File: config.mk
export PLATFORM = sky130hd
export DESIGN_NAME = quick_spi_sequencer
export DESIGN_NICKNAME = d
export VERILOG_FILES = /design/src/rtl/quick_spi_pkg.sv /design/src/rtl/quick_spi_cmd_fifo.sv /design/src/rtl/quick_spi_sequencer.sv
export SDC_FILE = /design/constraint.sdc
export NUM_CORES = 1
export LEC_CHECK = 0
export ABC_AREA = 0
export CORE_UTILIZATION = 30
export CTS_BUF_LIST = sky130_fd_sc_hd__clkbuf_4
export DETAILED_ROUTE_END_ITERATION = 10
export GPL_ROUTABILITY_DRIVEN = 0
export PLACE_DENSITY = 0.49
export SYNTH_ARGS = -nofsm -noshare
export SYNTH_HDL_FRONTEND = slang
export SYNTH_SLANG_ARGS = --single-unit
File: constraint.sdc
create_clock -name clk -period 3.38 [get_ports clk]
set_clock_uncertainty 0.15 [all_clocks]
set_input_delay 0.676 -clock clk [delete_from_list [all_inputs] [get_ports clk]]
set_output_delay 0.676 -clock clk [all_outputs]
set_load 0.01 [all_outputs]
File: src/rtl/quick_spi_pkg.sv
// Shared definitions for the quick_spi core and its command sequencer.
package quick_spi_pkg;

    localparam logic OP_READ  = 1'b0;
    localparam logic OP_WRITE = 1'b1;

    typedef enum logic [2:0] {
        S_IDLE,
        S_ISSUE,
        S_WAIT_EOT,
        S_RESPOND,
        S_GAP
    } seq_state_t;

    // Packed command word is {operation, slave, data}.
    function automatic int cmd_width(input int n_slaves, input int out_width);
        return 1 + n_slaves + out_width;
    endfunction

endpackage

File: src/rtl/quick_spi_cmd_fifo.sv
// Single-clock command FIFO with occupancy output for the quick_spi sequencer.
module quick_spi_cmd_fifo #(
    parameter int WIDTH = 19,
    parameter int DEPTH = 4
) (
    input  logic                   clk,
    input  logic                   reset,
    input  logic                   i_push,
    input  logic [WIDTH-1:0]       i_data,
    input  logic                   i_pop,
    output logic [WIDTH-1:0]       o_data,
    output logic                   o_full,
    output logic                   o_empty,
    output logic [$clog2(DEPTH):0] o_level
);
    localparam int AW = $clog2(DEPTH);

    logic [WIDTH-1:0] r_mem [DEPTH];
    logic [AW-1:0]    r_wr_ptr;
    logic [AW-1:0]    r_rd_ptr;
    logic [AW:0]      r_level;
    logic             w_push;
    logic             w_pop;

    assign o_full  = (r_level == (AW+1)'(DEPTH));
    assign o_empty = (r_level == '0);
    assign w_push  = i_push && !o_full;
    assign w_pop   = i_pop && !o_empty;
    assign o_data  = r_mem[r_rd_ptr];
    assign o_level = r_level;

    always_ff @(posedge clk) begin
        if (reset) begin
            r_wr_ptr <= '0;
            r_rd_ptr <= '0;
            r_level  <= '0;
        end else begin
            if (w_push) r_wr_ptr <= r_wr_ptr + 1'b1;
            if (w_pop)  r_rd_ptr <= r_rd_ptr + 1'b1;
            if (w_push && !w_pop)      r_level <= r_level + 1'b1;
            else if (w_pop && !w_push) r_level <= r_level - 1'b1;
        end
    end

    // Storage is not reset; a reset simply discards it via the pointers.
    always_ff @(posedge clk) begin
        if (w_push) r_mem[r_wr_ptr] <= i_data;
    end

endmodule

File: src/rtl/quick_spi_sequencer.sv
// Command sequencer in front of the quick_spi master core.
// Optional watchdog: define QUICK_SPI_SEQUENCER_TIMEOUT_EN.
module quick_spi_sequencer
    import quick_spi_pkg::*;
#(
    parameter int NUMBER_OF_SLAVES    = 2,
    parameter int INCOMING_DATA_WIDTH = 8,
    parameter int OUTGOING_DATA_WIDTH = 16,
    parameter int FIFO_DEPTH          = 4,
    parameter int GAP_CYCLES          = 2,
    parameter int TIMEOUT_CYCLES      = 1024
) (
    input  logic                           clk,
    input  logic                           reset,
    input  logic                           cmd_valid,
    output logic                           cmd_ready,
    input  logic                           cmd_operation,
    input  logic [NUMBER_OF_SLAVES-1:0]    cmd_slave,
    input  logic [OUTGOING_DATA_WIDTH-1:0] cmd_data,
    output logic                           rsp_valid,
    input  logic                           rsp_ready,
    output logic [INCOMING_DATA_WIDTH-1:0] rsp_data,
    output logic                           rsp_timeout,
    output logic                           spi_enable,
    output logic                           spi_start,
    output logic [NUMBER_OF_SLAVES-1:0]    spi_slave,
    output logic                           spi_operation,
    output logic [OUTGOING_DATA_WIDTH-1:0] spi_outgoing_data,
    input  logic                           spi_end_of_transaction,
    input  logic [INCOMING_DATA_WIDTH-1:0] spi_incoming_data,
    output logic                           busy,
    output logic [$clog2(FIFO_DEPTH):0]    fifo_level
);
    localparam int CW = cmd_width(NUMBER_OF_SLAVES, OUTGOING_DATA_WIDTH);
    localparam int GW = $clog2(GAP_CYCLES + 1);
    localparam logic [GW-1:0] GAP_LAST = GW'(GAP_CYCLES - 1);

    seq_state_t r_state;
    seq_state_t w_next_state;

    logic                           w_empty;
    logic                           w_full;
    logic                           w_pop;
    logic                           w_wdog_hit;
    logic                           w_eot_seen;
    logic [CW-1:0]                  w_head;
    logic                           r_op;
    logic [NUMBER_OF_SLAVES-1:0]    r_slave;
    logic [OUTGOING_DATA_WIDTH-1:0] r_data;
    logic                           r_rsp_valid;
    logic [INCOMING_DATA_WIDTH-1:0] r_rsp_data;
    logic [GW-1:0]                  r_gap_cnt;

    quick_spi_cmd_fifo #(
        .WIDTH (CW),
        .DEPTH (FIFO_DEPTH)
    ) u_fifo (
        .clk     (clk),
        .reset   (reset),
        .i_push  (cmd_valid),
        .i_data  ({cmd_operation, cmd_slave, cmd_data}),
        .i_pop   (w_pop),
        .o_data  (w_head),
        .o_full  (w_full),
        .o_empty (w_empty),
        .o_level (fifo_level)
    );

    assign w_eot_seen = (r_state == S_WAIT_EOT) && spi_end_of_transaction;

    always_comb begin
        w_next_state = r_state;
        w_pop        = 1'b0;
        unique case (r_state)
            S_IDLE: begin
                if (!w_empty) begin
                    w_pop        = 1'b1;
                    w_next_state = S_ISSUE;
                end
            end
            S_ISSUE: w_next_state = S_WAIT_EOT;
            S_WAIT_EOT: begin
                if (spi_end_of_transaction)
                    w_next_state = (r_op == OP_READ) ? S_RESPOND : S_GAP;
                else if (w_wdog_hit)
                    w_next_state = S_RESPOND;
            end
            S_RESPOND: if (rsp_ready) w_next_state = S_GAP;
            S_GAP: if (r_gap_cnt == GAP_LAST) w_next_state = S_IDLE;
            default: w_next_state = S_IDLE;
        endcase
    end

    always_ff @(posedge clk) begin
        if (reset) r_state <= S_IDLE;
        else       r_state <= w_next_state;
    end

    always_ff @(posedge clk) begin
        if (reset) begin
            r_op        <= 1'b0;
            r_slave     <= '0;
            r_data      <= '0;
            r_rsp_valid <= 1'b0;
            r_rsp_data  <= '0;
            r_gap_cnt   <= '0;
        end else begin
            if (w_pop) {r_op, r_slave, r_data} <= w_head;
            r_gap_cnt <= (r_state == S_GAP) ? r_gap_cnt + 1'b1 : '0;
            if (w_eot_seen && r_op == OP_READ) begin
                r_rsp_valid <= 1'b1;
                r_rsp_data  <= spi_incoming_data;
            end else if (w_wdog_hit) begin
                r_rsp_valid <= 1'b1;
                r_rsp_data  <= '0;
            end else if (r_state == S_RESPOND && rsp_ready) begin
                r_rsp_valid <= 1'b0;
            end
        end
    end

`ifdef QUICK_SPI_SEQUENCER_TIMEOUT_EN
    localparam int TW = $clog2(TIMEOUT_CYCLES + 1);
    localparam logic [TW-1:0] TO_LAST = TW'(TIMEOUT_CYCLES - 1);

    logic [TW-1:0] r_wdog;
    logic          r_rsp_timeout;

    assign w_wdog_hit = (r_state == S_WAIT_EOT) && !spi_end_of_transaction
                        && (r_wdog == TO_LAST);

    always_ff @(posedge clk) begin
        if (reset) begin
            r_wdog        <= '0;
            r_rsp_timeout <= 1'b0;
        end else begin
            r_wdog <= (r_state == S_WAIT_EOT) ? r_wdog + 1'b1 : '0;
            if (w_wdog_hit)
                r_rsp_timeout <= 1'b1;
            else if (r_state == S_RESPOND && rsp_ready)
                r_rsp_timeout <= 1'b0;
        end
    end

    assign rsp_timeout = r_rsp_timeout;
`else
    // No watchdog: a non-negative limit never fires, WAIT_EOT waits forever.
    assign w_wdog_hit  = (TIMEOUT_CYCLES < 0);
    assign rsp_timeout = 1'b0;
`endif

    assign cmd_ready         = !w_full;
    assign rsp_valid         = r_rsp_valid;
    assign rsp_data          = r_rsp_data;
    assign spi_enable        = !reset;
    assign spi_start         = (r_state == S_ISSUE);
    assign spi_operation     = r_op;
    assign spi_slave         = r_slave;
    assign spi_outgoing_data = r_data;
    assign busy              = (r_state != S_IDLE) || !w_empty;

endmodule
==> summary.txt <==
STA
  – Actual slew at the worst max-slew pin: ~1.1 ns
  – Slew Limit Fails: 0
  – Total negative slack: 0 ns
  – Final setup violation count: 0
  – Final min period: 3.14 ns
  – Final Cycle Share: 0.929
  – Slew headroom: 0.274
  – Final Hold Viols: 0
  – Hold_ws: approximately 0.27 ns
  – Fmax: ~0.32 GHz
  – RSZ-0062 raised after global routing: false

Global route
  – Largest net degree at the start of global routing: between 40 and 50
  – GR Overflow Total: 0
  – Vias in the first global route: between 2000 and 3000
  – First-pass GRT wire length: approximately 15 mm
  – GR Util All Layers: 0.134
  – Initial antenna violation count: 0

Finish
  – Share of layout cells above drive strength 1: 0.166
  – Area growth, synth to finish: 24.9%
  – Non-filler cells in the finished layout: about 580
  – Antenna Cells: 0
  – Nets: 424

Worst setup path
  – WP data required: 2.55 ns
  – Worst path max stage delay: approximately 0.56 ns
  – Largest delay contributor family on the critical path: simple AND/OR/NAND/NOR gates
  – WP data arrival: approximately 2.3 ns
  – Crit Path Category: flop to primary output
  – Worst Setup End Kind: primary output
  – CP bufs+invs: 2
  – CP Max Fanout: 22
  – Startpoint types: flop
  – Cells along the critical path: or3_4 -> nor2_2 -> inv_1 -> clkdlybuf4s50_1
  – Highest-delay cell along the critical path: or3_4

Synthesis
  – Most frequent cell after synthesis: edfxtp_1
  – Synth area leaders: edfxtp_1 (50%), dfxtp_1 (18%), mux4_2 (9.4%)
  – Post-synth EDFFs: 76
  – Synth top area share: 0.501
  – Post-Synth XOR/XNOR Area: 0.00385
  – Syn Inst Count: approximately 310
  – Synth cell types: 37
  – Avg Cell Area, Syn: between 10 and 15 sq um
  – Compound-Gate Fraction of Synth Area: 0.0788
  – Post-synthesis mux area share: 0.0986
  – Largest family of logic cells by synthesized area: multiplexers
  – Commonest cells in the netlist: edfxtp_1 (76), dfxtp_1 (40), a21oi_1 (32), nand3_1 (32), o21ai_0 (26)
  – Post-Syn Area: approximately 4600 sq um
  – Number of synthesized register bits: about 120
  – Yosys warns: 0
  – Synth Area in Simple Gates: 0.0865
  – Async SR Flop Fraction: 0
  – Syn nets: approximately 350
  – Adder-cell share of the synthesized area: 0.0209
  – Post-synthesis sequential area ratio: 0.677
  – Main synth FF type: edfxtp_1
  – Area leader, netlist: edfxtp_1

Clocking
  – Root buffer cell: clkbuf_4
  – Setup Buffers After CTS: 0
  – Clk buf depth: 2
  – Post-CTS sizing: 0
  – Skew-Pair Late Insertion Delay: between 0.5 and 0.6 ns
  – CTS Buf Count: 17
  – Clk slew on worst S/H paths: approximately 0.09 ns
  – CTS tree: built
  – CTS Hold Buffers Added: 0
  – H-tree lvl count: 4
  – Total clock sinks: 116

Routing
  – Remaining antenna violation count: 0
  – Vias: 2760
  – Post-Route WL: 9.74 mm
  – Remaining DRCs: 14
  – Number of DRC markers in iteration 0: between 200 and 250
  – WL/cell: about 17 microns
  – DR vias/cell: 4.74
  – DR pass1 iterations: 7

Job
  – Max Cap Viol: 0

Die
  – Die Height: around 130 microns
  – Initial Util: 0.310
  – I/O pin total: 68
  – Core footprint: 14700 sq um
  – # rows: 44
  – Die ar.: about 16000 sq um
  – Chip width: roughly 130 microns

Power and ir drop
  – Lkg Pwr: roughly 1.9 nW
  – Worst vdd ir: between 0.0002 and 0.00025 V
  – PwrDens: 737 nW/um^2

Outcome
  – Status: finished, violations left
  – Violated checks: DRC

Hold path
  – Min-delay worst type: flop to flop

Placement
  – Port-buffer cells: between 60 and 70
  – HPWL reported at the end of detailed placement: slightly above 6 mm
  – Post-Place Cells: 550
==> kinds of logic (layout without fill, tap and decap cells) <==
| family | after synthesis | after routing |
|---|---|---|
| multiplexers | 21 | 21 |
| flip-flops | 116 | 116 |
| AND/OR/NAND/NOR | 66 | 66 |
| XOR/XNOR | 2 | 2 |
| adder cells (fa/ha/maj) | 7 | 7 |
| other | 1 | 1 |
| buffers and inverters | 31 | 116 |
| AO/OA/AOI/OAI | 69 | 69 |
==> flip-flops by register name (all words and copies together), names as in the netlist <==
signal             count
u_fifo.r_wr_ptr        2
u_fifo.r_rd_ptr        2
r_gap_cnt              2
spi_outgoing_data     16
rsp_valid              1
spi_operation          1
r_state                3
rsp_data               8
u_fifo.o_level         3
spi_slave              2
u_fifo.r_mem          76
==> final cells by class <==
cell class	instances	area, sq um
Timing Repair Buffer	75	741
Sequential cell	116	3080
Inverter	9	33.8
Fill cell	1365	9010
Multi-Input combinational cell	166	1330
Tap cell	184	230
Clock buffer	21	158
Clock inverter	11	111
==> path summary, 6_finish.rpt <==
path                          start                 to  slack, ns  cells past startpoint
setup / recovery         r_state[0]               busy       0.24                      4
hold / removal         r_gap_cnt[0]       r_gap_cnt[0]       0.27                      1
setup reg to reg  u_fifo.o_level[0]  u_fifo.o_level[2]       0.62                      9
hold reg to reg        r_gap_cnt[0]       r_gap_cnt[0]       0.27                      1
==> report_power, final <==
group	internal (mW)	leakage [nW]	switching, mW
logic	0.658	0.698	0.670
registers	1.73	1.02	0.176
clock network	0.461	0.140	0.501
==> per-stage QoR <==
stage,total power [mW],setup slack [ns],instance area [sq um],utilization
2_1_floorplan,2.71,0.919,4560,-
3_3_place_gp,3.27,0.511,5420,0.368
3_5_place_dp,3.29,0.437,5420,0.368
4_1_cts,4.26,0.0997,5690,0.387
5_1_grt,4.48,0.0652,5690,0.387
6_report,4.19,0.241,5690,0.387
==> cell usage in the layout (no fill, tap or decap), types with 2 or more instances in the layout <==
| master | count |
|---|---|
| clkbuf_4 | 21 |
| nand3_1 | 32 |
| nor3_2 | 2 |
| bufinv_16 | 2 |
| nor3b_1 | 3 |
| clkinv_1 | 4 |
| edfxtp_1 | 76 |
| nor2b_1 | 2 |
| or3_1 | 3 |
| xor2_1 | 2 |
| inv_1 | 9 |
| nor2_1 | 8 |
| and3_1 | 4 |
| or4b_1 | 2 |
| clkinvlp_4 | 3 |
| mux4_2 | 19 |
| dfxtp_1 | 40 |
| nand2_1 | 3 |
| buf_4 | 8 |
| o21ai_0 | 26 |
| o21ai_1 | 7 |
| clkdlybuf4s50_1 | 66 |
| a21oi_1 | 32 |
| ha_1 | 6 |
==> layer usage <==
| metal | GRT usage | up-vias | part of all wire | wire length (microns) |
|---|---|---|---|---|
| met5 | 0 | - | 0 | 0 |
| met4 | 0.0516 | 0 | 0.0066 | 64 |
| met3 | 0.0501 | 4 | 0.046 | 448 |
| met2 | 0.212 | 65 | 0.48 | 4660 |
| met1 | 0.166 | 1348 | 0.47 | 4570 |
| li1 | - | 1343 | - | - |
Power figures use the tool's default switching activity.
